**src/rtl/sal_timing_cfg.sv**
```systemverilog
// sal_timing_cfg: APB-programmable DDR timing profiles.
// Holds NUM_SETS software-writable timing sets and drives the bank and
// scheduler timing outputs from the single active set. Switching sets goes
// through an upd_req/upd_ack handshake so outputs only move while the
// controller is idle.
// Optional build macro: SAL_CFG_LIVE_UPDATE_EN allows writes to the active
// set, which are then pushed to the outputs through the normal handshake.
module sal_timing_cfg #(
    parameter int NUM_SETS = 2,
    localparam int SEL_W = (NUM_SETS > 1) ? $clog2(NUM_SETS) : 1
) (
    input  logic             clk,
    input  logic             rst,
    input  logic             psel,
    input  logic             penable,
    input  logic             pwrite,
    input  logic [11:0]      paddr,
    input  logic [31:0]      pwdata,
    output logic [31:0]      prdata,
    output logic             pready,
    output logic             pslverr,
    output logic             upd_req,
    input  logic             upd_ack,
    output logic [7:0]       t_rcd_m1,
    output logic [7:0]       t_rp_m1,
    output logic [7:0]       t_ras_m1,
    output logic [7:0]       t_rfc_m1,
    output logic [7:0]       t_rtp_m1,
    output logic [7:0]       t_wtp_m1,
    output logic [7:0]       t_rrd_m1,
    output logic [7:0]       t_ccd_m1,
    output logic [7:0]       t_wtr_m1,
    output logic [7:0]       t_rtw_m1,
    output logic [3:0]       dfi_wren_lat,
    output logic [3:0]       dfi_rden_lat,
    output logic [SEL_W-1:0] active_set
);

    localparam logic [1:0] ST_IDLE  = 2'd0;
    localparam logic [1:0] ST_REQ   = 2'd1;
    localparam logic [1:0] ST_APPLY = 2'd2;

    localparam logic [31:0] RST_BK0  = 32'h020D_0404;
    localparam logic [15:0] RST_BK1  = 16'h3208;
    localparam logic [31:0] RST_SCH  = 32'h0302_0102;
    localparam logic [3:0]  RST_WREN = 4'd4;
    localparam logic [3:0]  RST_RDEN = 4'd6;

    localparam logic [3:0]  NUM_SETS_4  = 4'(NUM_SETS);
    localparam logic [31:0] NUM_SETS_32 = 32'(NUM_SETS);

    logic [1:0]       state_q, state_d;
    logic [SEL_W-1:0] active_set_q, active_set_d;
    logic [SEL_W-1:0] pend_set_q, pend_set_d;
    logic             upd_req_q, upd_req_d;
    logic [31:0]      prdata_q, prdata_d;

    logic [31:0] bk0_q [NUM_SETS];
    logic [31:0] bk0_d [NUM_SETS];
    logic [15:0] bk1_q [NUM_SETS];
    logic [15:0] bk1_d [NUM_SETS];
    logic [31:0] sch_q [NUM_SETS];
    logic [31:0] sch_d [NUM_SETS];
    logic [3:0]  wren_q [NUM_SETS];
    logic [3:0]  wren_d [NUM_SETS];
    logic [3:0]  rden_q [NUM_SETS];
    logic [3:0]  rden_d [NUM_SETS];

    logic [31:0] out_bk0_q, out_bk0_d;
    logic [15:0] out_bk1_q, out_bk1_d;
    logic [31:0] out_sch_q, out_sch_d;
    logic [3:0]  out_wren_q, out_wren_d;
    logic [3:0]  out_rden_q, out_rden_d;

    logic             is_ctrl, is_status, set_hit, set_ok;
    logic             pending, req_ok, wr_reject, access_err;
    logic             apb_access, wr_commit;
    logic [3:0]       set_idx;
    logic [SEL_W-1:0] set_sel, req_set;
    logic [1:0]       reg_sel;
    logic [31:0]      status_word, rd_data;
    logic             unused_addr_bits;

    assign unused_addr_bits = ^paddr[1:0];

    assign set_idx    = paddr[7:4];
    assign set_sel    = set_idx[SEL_W-1:0];
    assign reg_sel    = paddr[3:2];
    assign is_ctrl    = (paddr[11:2] == 10'd0);
    assign is_status  = (paddr[11:2] == 10'd1);
    assign set_hit    = (paddr[11:8] == 4'h1);
    assign set_ok     = set_hit && (set_idx < NUM_SETS_4);
    assign pending    = (state_q != ST_IDLE);
    assign req_ok     = (pwdata < NUM_SETS_32);
    assign req_set    = pwdata[SEL_W-1:0];
    assign apb_access = psel && penable;

    // Decide whether a write to the decoded register must be refused
    always_comb begin
        wr_reject = 1'b0;
        if (is_status) begin
            wr_reject = 1'b1;
        end else if (is_ctrl) begin
            wr_reject = pending || !req_ok;
        end else if (set_ok) begin
            if (pending && (set_sel == pend_set_q)) begin
                wr_reject = 1'b1;
            end
`ifdef SAL_CFG_LIVE_UPDATE_EN
`else
            if (set_sel == active_set_q) begin
                wr_reject = 1'b1;
            end
`endif
        end
    end

    assign access_err = !(is_ctrl || is_status || set_ok) || (pwrite && wr_reject);
    assign wr_commit  = apb_access && pwrite && !access_err;
    assign pslverr    = apb_access && access_err;
    assign pready     = 1'b1;

    // Assemble the STATUS word and the read mux for the addressed register
    always_comb begin
        status_word                = '0;
        status_word[SEL_W-1:0]     = active_set_q;
        status_word[8]             = pending;
        status_word[16 +: SEL_W]   = pend_set_q;
        rd_data                    = '0;
        if (is_status) begin
            rd_data = status_word;
        end else if (set_ok) begin
            case (reg_sel)
                2'd0: rd_data = bk0_q[set_sel];
                2'd1: rd_data = {16'h0, bk1_q[set_sel]};
                2'd2: rd_data = sch_q[set_sel];
                2'd3: rd_data = {20'h0, rden_q[set_sel], 4'h0, wren_q[set_sel]};
            endcase
        end
    end

    // Register file updates and read data captured in the setup phase
    always_comb begin
        bk0_d    = bk0_q;
        bk1_d    = bk1_q;
        sch_d    = sch_q;
        wren_d   = wren_q;
        rden_d   = rden_q;
        prdata_d = (psel && !penable && !pwrite) ? rd_data : 32'h0;
        if (wr_commit && set_ok) begin
            case (reg_sel)
                2'd0: bk0_d[set_sel] = pwdata;
                2'd1: bk1_d[set_sel] = pwdata[15:0];
                2'd2: sch_d[set_sel] = pwdata;
                2'd3: begin
                    wren_d[set_sel] = pwdata[3:0];
                    rden_d[set_sel] = pwdata[11:8];
                end
            endcase
        end
    end

    // Update handshake: request a switch, wait for ack, then load the outputs
    always_comb begin
        state_d      = state_q;
        active_set_d = active_set_q;
        pend_set_d   = pend_set_q;
        upd_req_d    = upd_req_q;
        out_bk0_d    = out_bk0_q;
        out_bk1_d    = out_bk1_q;
        out_sch_d    = out_sch_q;
        out_wren_d   = out_wren_q;
        out_rden_d   = out_rden_q;
        case (state_q)
            ST_IDLE: begin
                if (wr_commit && is_ctrl && (req_set != active_set_q)) begin
                    pend_set_d = req_set;
                    upd_req_d  = 1'b1;
                    state_d    = ST_REQ;
                end
`ifdef SAL_CFG_LIVE_UPDATE_EN
                else if (wr_commit && set_ok && (set_sel == active_set_q)) begin
                    pend_set_d = active_set_q;
                    upd_req_d  = 1'b1;
                    state_d    = ST_REQ;
                end
`endif
            end
            ST_REQ: begin
                if (upd_ack) begin
                    state_d = ST_APPLY;
                end
            end
            ST_APPLY: begin
                out_bk0_d    = bk0_q[pend_set_q];
                out_bk1_d    = bk1_q[pend_set_q];
                out_sch_d    = sch_q[pend_set_q];
                out_wren_d   = wren_q[pend_set_q];
                out_rden_d   = rden_q[pend_set_q];
                active_set_d = pend_set_q;
                upd_req_d    = 1'b0;
                state_d      = ST_IDLE;
            end
            default: begin
                state_d = ST_IDLE;
            end
        endcase
    end

    // State registers with synchronous reset to the default profile
    always_ff @(posedge clk) begin
        if (rst) begin
            state_q      <= ST_IDLE;
            active_set_q <= '0;
            pend_set_q   <= '0;
            upd_req_q    <= 1'b0;
            prdata_q     <= 32'h0;
            for (int s = 0; s < NUM_SETS; s++) begin
                bk0_q[s]  <= RST_BK0;
                bk1_q[s]  <= RST_BK1;
                sch_q[s]  <= RST_SCH;
                wren_q[s] <= RST_WREN;
                rden_q[s] <= RST_RDEN;
            end
            out_bk0_q  <= RST_BK0;
            out_bk1_q  <= RST_BK1;
            out_sch_q  <= RST_SCH;
            out_wren_q <= RST_WREN;
            out_rden_q <= RST_RDEN;
        end else begin
            state_q      <= state_d;
            active_set_q <= active_set_d;
            pend_set_q   <= pend_set_d;
            upd_req_q    <= upd_req_d;
            prdata_q     <= prdata_d;
            bk0_q        <= bk0_d;
            bk1_q        <= bk1_d;
            sch_q        <= sch_d;
            wren_q       <= wren_d;
            rden_q       <= rden_d;
            out_bk0_q    <= out_bk0_d;
            out_bk1_q    <= out_bk1_d;
            out_sch_q    <= out_sch_d;
            out_wren_q   <= out_wren_d;
            out_rden_q   <= out_rden_d;
        end
    end

    assign prdata       = prdata_q;
    assign upd_req      = upd_req_q;
    assign active_set   = active_set_q;
    assign t_rcd_m1     = out_bk0_q[7:0];
    assign t_rp_m1      = out_bk0_q[15:8];
    assign t_ras_m1     = out_bk0_q[23:16];
    assign t_rtp_m1     = out_bk0_q[31:24];
    assign t_wtp_m1     = out_bk1_q[7:0];
    assign t_rfc_m1     = out_bk1_q[15:8];
    assign t_rrd_m1     = out_sch_q[7:0];
    assign t_ccd_m1     = out_sch_q[15:8];
    assign t_wtr_m1     = out_sch_q[23:16];
    assign t_rtw_m1     = out_sch_q[31:24];
    assign dfi_wren_lat = out_wren_q;
    assign dfi_rden_lat = out_rden_q;

endmodule

```
**config.mk**
```make
export PLATFORM = sky130hd
export DESIGN_NAME = sal_timing_cfg
export DESIGN_NICKNAME = d
export VERILOG_FILES = /design/src/rtl/sal_timing_cfg.sv
export SDC_FILE = /design/constraint.sdc
export NUM_CORES = 1
export LEC_CHECK = 0
export ABC_AREA = 0
export BUFFER_PORTS_ARGS = -buffer_cell sky130_fd_sc_hd__buf_2
export CAP_MARGIN = 20
export CORE_MARGIN = 2
export CORE_UTILIZATION = 50
export DETAILED_ROUTE_END_ITERATION = 10
export PLACE_DENSITY = 0.74
export SYNTH_ARGS = -nofsm -noshare
export SYNTH_HDL_FRONTEND = slang
export SYNTH_SLANG_ARGS = --single-unit
```
**constraint.sdc**
```tcl
create_clock -name clk -period 1.9 [get_ports clk]
set_input_delay 0.285 -clock clk [delete_from_list [all_inputs] [get_ports clk]]
set_output_delay 0.285 -clock clk [all_outputs]
set_load 0.1 [all_outputs]
```
==> results of run 1 <==
[power by group]
part | switching (mW) | internal (mW)
sequential | 0.000269 | 6.31
clock | 2.54 | 3.49
combinational | 0.389 | 0.251
total | 2.93 | 10.0
[path summary, 6_finish.rpt]
check           startpoint             to  cells after the start
max reg2reg     state_q[0]      bk0_q[43]                     10
max             active_set        pslverr                      6
min reg2reg  out_bk0_q[16]  out_bk0_q[16]                      1
min                upd_ack     state_q[1]                      2
[cell usage after synthesis, drive strengths merged]
cell	n	area, sq um
nor4b	3	47.54
a211oi	80	600.6
and2	1	6.260
inv	2	7.510
nand3	5	37.54
or3	6	37.54
a32oi	1	27.53
o21ba	1	10.01
a21oi	146	730.7
mux4	35	788.3
and3	1	6.260
mux2	2	22.52
or4b	1	10.01
or4	3	22.52
o311ai	1	8.760
conb	1	3.750
nand2b	3	18.77
nand3b	16	120.1
o21ai	2	21.27
buf	55	389.1
or3b	1	8.760
a211o	24	210.2
nor4bb	1	10.01
nor4	13	177.7
xor2	1	8.760
o21bai	1	7.510
nor2b	23	143.9
and3b	1	8.760
mux2i	131	1311
nand2	281	1055
dfxtp	301	6026
nor2	148	555.5
nand4	2	27.53
clkbuf	69	260.2
nor3	24	147.6
[per-stage QoR]
stage | setup TNS, ns | util, % | cell area [sq um] | worst slack [ns]
after detailed placement | -22.88 | 58.14 | 14680 | -0.2688
after CTS | -0.2113 | 62.44 | 15770 | -0.2113
final | -7.995 | 63.71 | 16090 | -0.2695
after global routing | -10.75 | 63.70 | 16090 | -0.3142
after floorplan | -2.425 | - | 12900 | -0.04220
after global placement | -20.35 | 58.14 | 14680 | -0.2402
[flip-flops by register name, summed over array words and instances, names as in the netlist]
register      count
active_set        1
bk0_q            64
bk1_q            32
dfi_rden_lat      4
dfi_wren_lat      4
out_bk0_q        32
out_bk1_q        16
out_sch_q        32
pend_set_q        1
prdata           32
rden_q            8
sch_q            64
state_q           2
upd_req           1
wren_q            8
[cell type report]
cell class | count | area [sq um] | share of cell area [%]
Inverter | 2 | 10.01 | 0.06221
Multi-Input combinational cell | 959 | 6297 | 39.14
Antenna cell | 4 | 10.01 | 0.06221
Tap cell | 330 | 412.9 | 2.566
Timing Repair Buffer | 307 | 2318 | 14.41
Clock inverter | 11 | 121.4 | 0.7543
Clock buffer | 46 | 882.1 | 5.482
Sequential cell | 301 | 6038 | 37.53
[kinds of logic after synthesis]
| logic type | after synthesis | share of synthesized area, % |
|---|---|---|
| compound gates | 256 | 12.56 |
| xor+xnor | 1 | 0.06804 |
| flops | 301 | 46.80 |
| mux | 168 | 16.48 |
| buf+inv | 126 | 5.102 |
| other cells | 1 | 0.02913 |
| simple gates | 533 | 18.96 |
[timing repair]
item                                    4_1_cts  5_1_grt
buffers inserted                              6        5
endpoints found under the setup margin       54       87
endpoints found under the hold margin         0        0
resized for setup                            10       43
pin swaps                                     5       16
cloned                                        0        7
[layer usage]
layer / vias to the layer above / track usage [%] / share of wire (%)
met5: - / 0 / 0
met4: 0 / 9.565 / 3.5
met3: 99 / 4.319 / 9.2
met2: 535 / 43.15 / 46
met1: 5430 / 36.48 / 41
li1: 5254 / - / -
[worst max-delay path: cells and delay by family, from the launching register on]
kind                   cells  cell delay (ns)
AO/OA/AOI/OAI              3             0.52
buffers and inverters      1             0.17
flip-flops                 1             0.36
AND/OR/NAND/NOR            2             0.27
[cells in the final DEF (no fill, tap or decap), drive strengths merged, types with 13 or more instances in the layout]
cell	n
clkbuf	52
nor4	13
nor3	24
nand3b	16
mux2i	131
mux4	35
a21oi	146
nand2	281
nor2	148
a211oi	80
a211o	24
buf	301
nor2b	23
dfxtp	301
==> flow_summary.html, run 1 <==
<table>
<tr><th>Metric</th><th>Value</th></tr>
<tr><th colspan="2">Status</th></tr>
<tr><td>Run status</td><td>finished with violations</td></tr>
<tr><td>Violations in the final reports</td><td>setup timing</td></tr>
<tr><th colspan="2">Timing</th></tr>
<tr><td>Part of the cycle the worst path needs</td><td>114.2%</td></tr>
<tr><td>Final number of hold-violating endpoints</td><td>0</td></tr>
<tr><td>Tmin final</td><td>2.170 ns</td></tr>
<tr><td>RSZ-0062 raised after global routing</td><td>yes</td></tr>
<tr><td>Worst clock skew on the final layout</td><td>between 0.02 and 0.03 ns</td></tr>
<tr><td>Max Slew Vio Count</td><td>0</td></tr>
<tr><td>Max_slew headroom</td><td>between 60 and 70%</td></tr>
<tr><td>Measured slew at the worst slew-check pin</td><td>about 0.55 ns</td></tr>
<tr><td>Total setup violations reported at the end of the flow</td><td>71</td></tr>
<tr><td>Post-route worst hold slack</td><td>0.01743 ns</td></tr>
<tr><td>Post-route worst setup slack</td><td>-0.2695 ns</td></tr>
<tr><td>Maximum achievable frequency</td><td>between 400 and 500 MHz</td></tr>
<tr><th colspan="2">Global routing</th></tr>
<tr><td>Largest net degree at the start of global routing</td><td>roughly 110</td></tr>
<tr><td>Wire length of the first global-routing pass</td><td>approximately 57,000 microns</td></tr>
<tr><td>Number of antenna violations at the first check in global routing</td><td>4</td></tr>
<tr><td>Global-route usage over all layers</td><td>approximately 27%</td></tr>
<tr><td>Vias in the first global route</td><td>~10,000</td></tr>
<tr><td>Global-route congestion overflow total</td><td>0</td></tr>
<tr><th colspan="2">Floorplanning</th></tr>
<tr><td>Effective utilization at floorplan</td><td>approximately 51%</td></tr>
<tr><td>DIE AREA</td><td>around 27,000 sq um</td></tr>
<tr><td>Row Count</td><td>just under 60</td></tr>
<tr><td>Area of the core</td><td>~25,000 sq um</td></tr>
<tr><td>Count of boundary I/O pins</td><td>between 150 and 200</td></tr>
<tr><td>Horiz. Die Dim</td><td>164.5 microns</td></tr>
<tr><td>Vertical die dimension</td><td>164.5 microns</td></tr>
<tr><th colspan="2">Pwr</th></tr>
<tr><td>Total power draw</td><td>approximately 13 mW</td></tr>
<tr><td>Max VDD drop</td><td>0.0005794 V</td></tr>
<tr><td>Static leakage power</td><td>a little under 6 nW</td></tr>
<tr><td>Total power per unit cell area</td><td>between 800 and 900 nW/um^2</td></tr>
<tr><th colspan="2">Job</th></tr>
<tr><td>Max-capacitance violation count</td><td>0</td></tr>
<tr><th colspan="2">Finish</th></tr>
<tr><td>Finished Layout Cells</td><td>roughly 2,000</td></tr>
<tr><td>Fillers</td><td>around 2,000</td></tr>
<tr><td>Final net count</td><td>1,652</td></tr>
<tr><td>Synthesis-to-finish area growth</td><td>24.98%</td></tr>
<tr><td>Share of cells above drive strength 1</td><td>26.69%</td></tr>
<tr><th colspan="2">Placed design</th></tr>
<tr><td>Total placed cells including tap cells</td><td>between 1,500 and 2,000</td></tr>
<tr><td>Count of port buffers added during placement</td><td>170</td></tr>
<tr><td>Final weighted congestion in routability-driven placement</td><td>between 0.8 and 0.9</td></tr>
<tr><td>Detailed Place HPWL</td><td>around 25,000 microns</td></tr>
<tr><th colspan="2">Clock network</th></tr>
<tr><td>Number of buffers inserted by hold repair at cts</td><td>0</td></tr>
<tr><td>Root Buffer Master</td><td>clkbuf_16</td></tr>
<tr><td>CTS HTree Levels</td><td>1</td></tr>
<tr><td>Max Buffers Root-to-Sink</td><td>3</td></tr>
<tr><td>Clock insertion delay at the later pin of the skew report</td><td>about 0.57 ns</td></tr>
<tr><td>Clock tree from TritonCTS</td><td>done</td></tr>
<tr><td>Worst-path clk slew</td><td>roughly 0.06 ns</td></tr>
<tr><td>Count of clock tree sinks</td><td>around 300</td></tr>
<tr><td>TritonCTS Buffers</td><td>31</td></tr>
<tr><th colspan="2">Routing</th></tr>
<tr><td>Final antenna-violating net count</td><td>0</td></tr>
<tr><td>Overall via count from detail_route</td><td>11,320</td></tr>
<tr><td>Detailed Route Iter0 Violations</td><td>1,079</td></tr>
<tr><td>Post-DR vias/cell</td><td>about 5.8</td></tr>
<tr><td>Average wire per cell in the routed design</td><td>20.08 microns</td></tr>
<tr><td>DR pass1 iterations</td><td>6</td></tr>
<tr><td>Sum of routed wire length over all layers</td><td>between 30,000 and 40,000 microns</td></tr>
<tr><td>Post-detailed-route DRC marker count</td><td>0</td></tr>
<tr><th colspan="2">Worst setup path</th></tr>
<tr><td>Critical path endpoint category</td><td>output pin</td></tr>
<tr><td>Worst setup SP type</td><td>register</td></tr>
<tr><td>Minimum setup slack among reg-to-reg paths</td><td>-0.19 ns</td></tr>
<tr><td>Data arrival at the endpoint of the critical path</td><td>1.88 ns</td></tr>
<tr><td>Crit path max fanout</td><td>5</td></tr>
<tr><td>Data required time at the worst endpoint</td><td>roughly 1.6 ns</td></tr>
<tr><td>Slowest stage cell on the critical path</td><td>dfxtp_4</td></tr>
<tr><td>Slowest stage delay, CP</td><td>between 0.3 and 0.4 ns</td></tr>
<tr><td>Type of the worst setup path</td><td>register to output pin</td></tr>
<tr><td>Cell-by-cell trace of the critical path</td><td>and3b_1 -&gt; a32oi_4 -&gt; o21ai_2 -&gt; nand2_1 -&gt; o21ba_4 -&gt; buf_12</td></tr>
<tr><th colspan="2">Logic synthesis</th></tr>
<tr><td>Post-synthesis sequential area ratio</td><td>between 40 and 50%</td></tr>
<tr><td>Number of instances in the synthesized netlist</td><td>1,386</td></tr>
<tr><td>Flip-flop and latch count after synthesis</td><td>approximately 300</td></tr>
<tr><td>Synth Warn #</td><td>0</td></tr>
<tr><td>Number of nets in the synthesized netlist</td><td>1,436</td></tr>
<tr><td>Number of unique standard cell types used by synthesis</td><td>between 40 and 50</td></tr>
<tr><td>Mean area per synthesized cell</td><td>roughly 9.3 sq um</td></tr>
<tr><td>Cell area after synthesis</td><td>12,870 sq um</td></tr>
<tr><th colspan="2">Worst hold path</th></tr>
<tr><td>Worst hold path class</td><td>primary input to register</td></tr>
</table>
(Power assumes the default switching activity.)
==> inputs of run 2 (changes only) <==
--- a/config.mk
+++ b/config.mk
@@ -8,9 +8,11 @@
 export ABC_AREA = 0
 export BUFFER_PORTS_ARGS = -buffer_cell sky130_fd_sc_hd__buf_2
 export CAP_MARGIN = 20
+export CORE_ASPECT_RATIO = 0.9
 export CORE_MARGIN = 2
 export CORE_UTILIZATION = 50
 export DETAILED_ROUTE_END_ITERATION = 10
+export MAX_ROUTING_LAYER = met4
 export PLACE_DENSITY = 0.74
 export SYNTH_ARGS = -nofsm -noshare
 export SYNTH_HDL_FRONTEND = slang
==> flow_summary.html, run 2 (synthesized netlist as in run 1, its figures left out) <==
<table>
<tr><th>Metric</th><th>Value</th></tr>
<tr><th colspan="2">Placed design</th></tr>
<tr><td>Detailed Place HPWL</td><td>24,880 microns (-0.44%)</td></tr>
<tr><td>Post-placement worst setup slack</td><td>-0.2482 ns (+0.02063 ns)</td></tr>
<tr><td>Count of port buffers added during placement</td><td>170 (unchanged)</td></tr>
<tr><td>Final weighted congestion in routability-driven placement</td><td>0.9756 (+13%)</td></tr>
<tr><th colspan="2">Worst setup path</th></tr>
<tr><td>Worst reg-to-reg path cell count</td><td>12 (+2)</td></tr>
<tr><td>Slowest stage delay, CP</td><td>0.36 ns (about the same)</td></tr>
<tr><td>Path length in cells of the critical path</td><td>12 (+6)</td></tr>
<tr><td>Cell-by-cell trace of the critical path</td><td>buf_4 -&gt; o21ai_4 -&gt; a32oi_4 -&gt; buf_4 -&gt; buf_6 -&gt; buf_12 -&gt; nor4b_4 -&gt; buf_6 -&gt; buf_4 -&gt; buf_6 -&gt; nand2_1 -&gt; a21oi_2</td></tr>
<tr><td>Data arrival at the endpoint of the critical path</td><td>2.64 ns (+0.76 ns)</td></tr>
<tr><td>Critical path endpoint category</td><td>register</td></tr>
<tr><td>Worst setup SP type</td><td>register</td></tr>
<tr><td>Type of the worst setup path</td><td>register to register</td></tr>
<tr><td>Crit path max fanout</td><td>5 (unchanged)</td></tr>
<tr><td>Slowest stage cell on the critical path</td><td>dfxtp_4</td></tr>
<tr><td>Data required time at the worst endpoint</td><td>2.39 ns (+0.77 ns)</td></tr>
<tr><td>Worst path buffer plus inverter count</td><td>7 (+6)</td></tr>
<tr><td>Cell family with the largest share of critical-path delay</td><td>buffers and inverters</td></tr>
<tr><th colspan="2">Floorplanning</th></tr>
<tr><td>Row Count</td><td>55 (-5.2%)</td></tr>
<tr><td>Count of boundary I/O pins</td><td>174 (unchanged)</td></tr>
<tr><td>Horiz. Die Dim</td><td>173.1 microns (+5.3%)</td></tr>
<tr><td>DIE AREA</td><td>27,050 sq um (about the same)</td></tr>
<tr><td>Area of the core</td><td>25,260 sq um (about the same)</td></tr>
<tr><td>Effective utilization at floorplan</td><td>50.98% (about the same)</td></tr>
<tr><td>Vertical die dimension</td><td>156.2 microns (-5.0%)</td></tr>
<tr><th colspan="2">Global routing</th></tr>
<tr><td>Number of antenna violations at the first check in global routing</td><td>1 (-3)</td></tr>
<tr><td>Global-route congestion overflow total</td><td>0 (unchanged)</td></tr>
<tr><td>Vias in the first global route</td><td>10,340 (-0.62%)</td></tr>
<tr><td>Largest net degree at the start of global routing</td><td>169 (+55%)</td></tr>
<tr><td>Wire length of the first global-routing pass</td><td>57,200 microns (+0.77%)</td></tr>
<tr><td>Global-route usage over all layers</td><td>27.38% (+0.62 points)</td></tr>
<tr><th colspan="2">Finish</th></tr>
<tr><td>Share of cells above drive strength 1</td><td>31.87% (+5.2 points)</td></tr>
<tr><td>Largest registers in the final layout</td><td>bk0_q (64), sch_q (64)</td></tr>
<tr><td>Final net count</td><td>1,672 (+1.2%)</td></tr>
<tr><td>Fillers</td><td>1,986 (-1.7%)</td></tr>
<tr><td>Leading cell type in the layout, fill and taps excluded</td><td>dfxtp_1</td></tr>
<tr><td>Synthesis-to-finish area growth</td><td>28.68%</td></tr>
<tr><td>Commonest cells after routing, fill and taps aside</td><td>dfxtp_1 (297), nand2_1 (238), buf_2 (167)</td></tr>
<tr><th colspan="2">Routing</th></tr>
<tr><td>Final antenna-violating net count</td><td>0 (unchanged)</td></tr>
<tr><td>Average wire per cell in the routed design</td><td>20.36 microns (+1.4%)</td></tr>
<tr><td>Overall via count from detail_route</td><td>11,410 (+0.84%)</td></tr>
<tr><td>Post-detailed-route DRC marker count</td><td>0 (unchanged)</td></tr>
<tr><td>Detailed Route Iter0 Violations</td><td>1,306 (+21%)</td></tr>
<tr><td>Post-DR vias/cell</td><td>5.744 (-0.53%)</td></tr>
<tr><td>DR pass1 iterations</td><td>5 (-1)</td></tr>
<tr><td>Sum of routed wire length over all layers</td><td>40,470 microns (+2.8%)</td></tr>
<tr><th colspan="2">Timing</th></tr>
<tr><td>Post-route worst setup slack</td><td>-0.2490 ns (+0.02050 ns)</td></tr>
<tr><td>Worst clock skew on the final layout</td><td>0.01631 ns (-0.009002 ns)</td></tr>
<tr><td>Final number of hold-violating endpoints</td><td>0 (unchanged)</td></tr>
<tr><td>Max_slew headroom</td><td>42.78% (-21 points)</td></tr>
<tr><td>Tmin final</td><td>2.149 ns (-0.02050 ns)</td></tr>
<tr><td>Total setup violations reported at the end of the flow</td><td>160 (+130%)</td></tr>
<tr><td>Measured slew at the worst slew-check pin</td><td>0.8584 ns (+0.3065 ns)</td></tr>
<tr><td>Setup_tns</td><td>-16.50 ns (-8.501 ns)</td></tr>
<tr><td>Part of the cycle the worst path needs</td><td>113.1% (-1.1 points)</td></tr>
<tr><td>Post-route worst hold slack</td><td>0.01150 ns (-0.005923 ns)</td></tr>
<tr><td>Maximum achievable frequency</td><td>465.3 MHz (+0.95%)</td></tr>
<tr><td>RSZ-0062 raised after global routing</td><td>yes</td></tr>
<tr><td>Max Slew Vio Count</td><td>0 (unchanged)</td></tr>
<tr><th colspan="2">Clock network</th></tr>
<tr><td>Max Buffers Root-to-Sink</td><td>3 (unchanged)</td></tr>
<tr><td>Clock insertion delay at the later pin of the skew report</td><td>0.57 ns (about the same)</td></tr>
<tr><td>Worst-path clk slew</td><td>0.06 ns (about the same)</td></tr>
<tr><td>Count of clock tree sinks</td><td>301 (unchanged)</td></tr>
<tr><td>TritonCTS Buffers</td><td>30 (-3.2%)</td></tr>
<tr><td>CTS HTree Levels</td><td>1 (unchanged)</td></tr>
<tr><td>Root Buffer Master</td><td>clkbuf_16</td></tr>
<tr><td>Clock tree from TritonCTS</td><td>done</td></tr>
<tr><th colspan="2">Status</th></tr>
<tr><td>Run status</td><td>finished with violations</td></tr>
<tr><td>Violations in the final reports</td><td>setup timing</td></tr>
<tr><th colspan="2">Pwr</th></tr>
<tr><td>Total power per unit cell area</td><td>784.1 nW/um^2 (-2.7%)</td></tr>
<tr><td>Static leakage power</td><td>6.064 nW (+3.3%)</td></tr>
<tr><td>Max VDD drop</td><td>0.0006844 V (+18%)</td></tr>
<tr><th colspan="2">Worst hold path</th></tr>
<tr><td>Number of cells on the worst hold path</td><td>3 (+1)</td></tr>
<tr><td>Worst hold path class</td><td>primary input to register</td></tr>
<tr><th colspan="2">Job</th></tr>
<tr><td>Max-capacitance violation count</td><td>0 (unchanged)</td></tr>
</table>
==> run 2: path summary, 6_finish.rpt <==
| kind | start | slack (ns) | end |
|---|---|---|---|
| max | pend_set_q | -0.25 | bk0_q[59] |
| min | pwdata[23] | 0.01 | bk0_q[23] |
| max reg2reg | pend_set_q | -0.25 | bk0_q[59] |
| min reg2reg | upd_req | 0.46 | upd_req |
==> run 2: power by group <==
group | switching [mW] | internal (mW)
Sequential | 0.000277 | 6.31
Combinational | 0.403 | 0.254
Clock | 2.47 | 3.56
Total | 2.87 | 10.1
==> run 2: repair_timing <==
item | in CTS | in global routing
cloned | 1 | 14
hold buffers | 2 | 0
hold endpoints to repair | 6 | 0
pin swaps | 5 | 52
buffers inserted | 5 | 17
gates resized for setup | 11 | 130
endpoints found under the setup margin | 9 | 121
==> run 2: per-layer routing <==
metal	track usage (%)	wire length, microns	part of all wire (%)	vias up
li1	-	-	-	5299
met1	37.30	17140	42	5439
met2	41.39	18300	45	562
met3	4.397	3306	8.2	113
met4	9.927	1718	4.2	0
met5	-	0	0	-
==> run 2: worst min-delay path, stage by stage <==
cell and delay (ns):
buf_2 0.14, nand2_2 0.07, a21oi_2 0.04
==> run 2: per-stage QoR <==
step	utilization, %	cell area (sq um)	instances	power (mW)
3_3_place_gp	57.93	14630	1893	7.045
4_1_cts	62.38	15750	1955	12.97
3_5_place_dp	57.93	14630	1893	7.048
2_1_floorplan	-	12900	1386	6.771
6_report	65.60	16570	1987	12.99
5_1_grt	65.60	16570	1987	13.31
==> run 2: layout make-up <==
cell class | count | area (sq um) | share of cell area, %
well taps | 342 | 427.9 | 2.583
diodes | 1 | 2.502 | 0.01510
clock inverters | 7 | 60.06 | 0.3625
flip-flops and latches | 301 | 6038 | 36.45
repair buffers | 328 | 2547 | 15.38
inverters | 2 | 10.01 | 0.06042
clock buffers | 47 | 955.9 | 5.770
multi-input cells | 959 | 6525 | 39.39
==> inputs of run 3 (changes only) <==
--- a/config.mk
+++ b/config.mk
@@ -9,7 +9,7 @@
 export BUFFER_PORTS_ARGS = -buffer_cell sky130_fd_sc_hd__buf_2
 export CAP_MARGIN = 20
 export CORE_ASPECT_RATIO = 0.9
-export CORE_MARGIN = 2
+export CORE_MARGIN = 5
 export CORE_UTILIZATION = 50
 export DETAILED_ROUTE_END_ITERATION = 10
 export MAX_ROUTING_LAYER = met4
==> flow_summary.html, run 3 (synthesized netlist as in run 1, its figures left out) <==
<table>
<tr><th>Metric</th><th>Value</th></tr>
<tr><th colspan="2">Status</th></tr>
<tr><td>Run status</td><td>finished with violations</td></tr>
<tr><td>Violations in the final reports</td><td>setup timing</td></tr>
<tr><th colspan="2">Worst hold path</th></tr>
<tr><td>Capture endpoint of the worst hold path</td><td>bk0_q[27]</td></tr>
<tr><td>Worst Min Path Start</td><td>pwdata[27]</td></tr>
<tr><td>Worst hold path class</td><td>primary input to register</td></tr>
<tr><td>Number of cells on the worst hold path</td><td>3 (unchanged)</td></tr>
<tr><th colspan="2">Pwr</th></tr>
<tr><td>Max VDD drop</td><td>0.0006460 V (-5.6%)</td></tr>
<tr><td>Total power per unit cell area</td><td>808.6 nW/um^2 (+3.1%)</td></tr>
<tr><td>Static leakage power</td><td>5.825 nW (-3.9%)</td></tr>
<tr><th colspan="2">Floorplanning</th></tr>
<tr><td>Area of the core</td><td>25,260 sq um (unchanged)</td></tr>
<tr><td>DIE AREA</td><td>29,060 sq um (+7.4%)</td></tr>
<tr><td>Effective utilization at floorplan</td><td>50.98% (unchanged)</td></tr>
<tr><td>Row Count</td><td>55 (unchanged)</td></tr>
<tr><td>Vertical die dimension</td><td>162.2 microns (+3.8%)</td></tr>
<tr><td>Horiz. Die Dim</td><td>179.1 microns (+3.5%)</td></tr>
<tr><td>Count of boundary I/O pins</td><td>174 (unchanged)</td></tr>
<tr><th colspan="2">Finish</th></tr>
<tr><td>Leading cell type in the layout, fill and taps excluded</td><td>dfxtp_1</td></tr>
<tr><td>Final net count</td><td>1,657 (-0.90%)</td></tr>
<tr><td>Fillers</td><td>2,060 (+3.7%)</td></tr>
<tr><td>Finished Layout Cells</td><td>1,972 (-0.75%)</td></tr>
<tr><td>Commonest cells after routing, fill and taps aside</td><td>dfxtp_1 (297), nand2_1 (281), buf_2 (168)</td></tr>
<tr><td>Synthesis-to-finish area growth</td><td>24.56%</td></tr>
<tr><td>Share of cells above drive strength 1</td><td>26.47% (-5.4 points)</td></tr>
<tr><td>Largest registers in the final layout</td><td>bk0_q (64), sch_q (64)</td></tr>
<tr><td>Final standard cell utilization of the core</td><td>63.50% (-2.1 points)</td></tr>
<tr><th colspan="2">Worst setup path</th></tr>
<tr><td>Critical path endpoint category</td><td>output pin</td></tr>
<tr><td>Type of the worst setup path</td><td>register to output pin</td></tr>
<tr><td>FF-to-FF Start</td><td>state_q[0]</td></tr>
<tr><td>Data arrival at the endpoint of the critical path</td><td>1.84 ns (-0.80 ns)</td></tr>
<tr><td>Worst reg-to-reg path cell count</td><td>8 (-4)</td></tr>
<tr><td>Minimum setup slack among reg-to-reg paths</td><td>-0.17 ns (+0.08 ns)</td></tr>
<tr><td>Worst reg2reg path endpoint</td><td>wren_q[2]</td></tr>
<tr><td>Worst setup SP type</td><td>register</td></tr>
<tr><td>Crit path max fanout</td><td>5 (unchanged)</td></tr>
<tr><td>Data required time at the worst endpoint</td><td>1.62 ns (-0.77 ns)</td></tr>
<tr><th colspan="2">Routing</th></tr>
<tr><td>Post-DR vias/cell</td><td>5.699 (-0.78%)</td></tr>
<tr><td>DR pass1 iterations</td><td>6 (+1)</td></tr>
<tr><td>Final antenna-violating net count</td><td>0 (unchanged)</td></tr>
<tr><td>Post-detailed-route DRC marker count</td><td>0 (unchanged)</td></tr>
<tr><td>Sum of routed wire length over all layers</td><td>39,370 microns (-2.7%)</td></tr>
<tr><td>Average wire per cell in the routed design</td><td>19.97 microns (-2.0%)</td></tr>
<tr><td>Overall via count from detail_route</td><td>11,240 (-1.5%)</td></tr>
<tr><td>Detailed Route Iter0 Violations</td><td>1,182 (-9.5%)</td></tr>
<tr><th colspan="2">Timing</th></tr>
<tr><td>Max_slew headroom</td><td>64.10% (+21 points)</td></tr>
<tr><td>RSZ-0062 raised after global routing</td><td>yes</td></tr>
<tr><td>Maximum achievable frequency</td><td>470.4 MHz (+1.1%)</td></tr>
<tr><td>Tmin final</td><td>2.126 ns (-0.02331 ns)</td></tr>
<tr><td>Max Slew Vio Count</td><td>0 (unchanged)</td></tr>
<tr><td>Worst clock skew on the final layout</td><td>0.01159 ns (-0.004717 ns)</td></tr>
<tr><td>Measured slew at the worst slew-check pin</td><td>0.5422 ns (-0.3161 ns)</td></tr>
<tr><td>Part of the cycle the worst path needs</td><td>111.9% (-1.2 points)</td></tr>
<tr><td>Total setup violations reported at the end of the flow</td><td>27 (-83%)</td></tr>
<tr><td>Post-route worst setup slack</td><td>-0.2257 ns (+0.02331 ns)</td></tr>
<tr><td>Final number of hold-violating endpoints</td><td>0 (unchanged)</td></tr>
<tr><th colspan="2">Placed design</th></tr>
<tr><td>Final weighted congestion in routability-driven placement</td><td>0.9396 (-3.7%)</td></tr>
<tr><td>Total placed cells including tap cells</td><td>1,897 (+0.21%)</td></tr>
<tr><td>Count of port buffers added during placement</td><td>170 (unchanged)</td></tr>
<tr><td>Detailed Place HPWL</td><td>26,180 microns (+5.2%)</td></tr>
<tr><th colspan="2">Clock network</th></tr>
<tr><td>Clock tree from TritonCTS</td><td>done</td></tr>
<tr><td>Root Buffer Master</td><td>clkbuf_16</td></tr>
<tr><td>CTS HTree Levels</td><td>1 (unchanged)</td></tr>
<tr><td>Worst-path clk slew</td><td>0.06 ns (about the same)</td></tr>
<tr><td>TritonCTS Buffers</td><td>31 (+3.3%)</td></tr>
<tr><td>Clock insertion delay at the later pin of the skew report</td><td>0.56 ns (about the same)</td></tr>
<tr><td>Max Buffers Root-to-Sink</td><td>3 (unchanged)</td></tr>
<tr><td>Count of clock tree sinks</td><td>301 (unchanged)</td></tr>
<tr><th colspan="2">Global routing</th></tr>
<tr><td>Vias in the first global route</td><td>10,650 (+3.0%)</td></tr>
<tr><td>Global-route usage over all layers</td><td>26.50% (-0.88 points)</td></tr>
<tr><td>Global-route congestion overflow total</td><td>0 (unchanged)</td></tr>
<tr><td>Number of antenna violations at the first check in global routing</td><td>2 (+1)</td></tr>
<tr><td>Wire length of the first global-routing pass</td><td>59,460 microns (+4.0%)</td></tr>
<tr><td>Largest net degree at the start of global routing</td><td>91 (-46%)</td></tr>
<tr><th colspan="2">Job</th></tr>
<tr><td>Max-capacitance violation count</td><td>0 (unchanged)</td></tr>
</table>
[run 3: routing by layer]
metal | vias up | global-route usage [%] | wire length [microns]
met5 | - | - | 0
met4 | 0 | 8.792 | 1417
met3 | 97 | 3.817 | 3417
met2 | 553 | 41.33 | 18010
met1 | 5334 | 35.66 | 16530
li1 | 5255 | - | -
[run 3: report_power, final]
group | switching (mW) | leakage [nW] | internal [mW]
Combinational | 0.395 | 2.91 | 0.258
Clock | 2.44 | 0.487 | 3.56
Sequential | 0.000270 | 2.43 | 6.31
Total | 2.84 | 5.83 | 10.1
[run 3: critical path: stages, from the launching register on]
cell	delay [ns]
dfxtp_4	0.37
and3b_1	0.20
a32oi_4	0.21
o21ai_2	0.09
nand2_1	0.08
o21ba_4	0.16
buf_12	0.17
[run 3: worst max path at each step]
stage	startpoint	endpoint	cells after the start
6_report	active_set	pslverr	6
3_5_place_dp	paddr[9]	wren_q[2]	8
2_1_floorplan	active_set	sch_q[49]	7
4_1_cts	pend_set_q	pslverr	6
3_3_place_gp	paddr[9]	rden_q[2]	8
5_1_grt	pend_set_q	pslverr	6
[run 3: what timing repair did]
item / in CTS / in global routing
pin swaps: 5 / 9
gates resized for setup: 6 / 32
cloned: 0 / 5
hold buffers: 3 / 0
hold endpoints to repair: 4 / 0
setup buffers: 3 / 8
endpoints found under the setup margin: 1 / 86
[run 3: area by class of cell]
type                            instances  area, sq um  share of cell area [%]
Antenna cell                            2        5.005                 0.03121
Clock buffer                           48        919.6                   5.735
Clock inverter                          6        85.08                  0.5305
Inverter                                2        10.01                 0.06242
Multi-Input combinational cell        959         6297                   39.27
Sequential cell                       301         6038                   37.65
Tap cell                              342        427.9                   2.668
Timing Repair Buffer                  312         2253                   14.05
[run 3: stage by stage]
step	cell area, sq um	total power [mW]	hold slack (ns)	setup slack (ns)	setup TNS (ns)
floorplan	12900	6.771	0.4090	-0.04220	-2.425
global placement	14690	7.060	0.4403	-0.2192	-18.04
detailed placement	14690	7.066	0.4479	-0.2540	-23.28
CTS	15770	12.98	0.002462	-0.1800	-0.2257
global route	16040	13.33	0.02677	-0.2603	-3.293
finish	16040	12.97	0.02125	-0.2257	-1.560
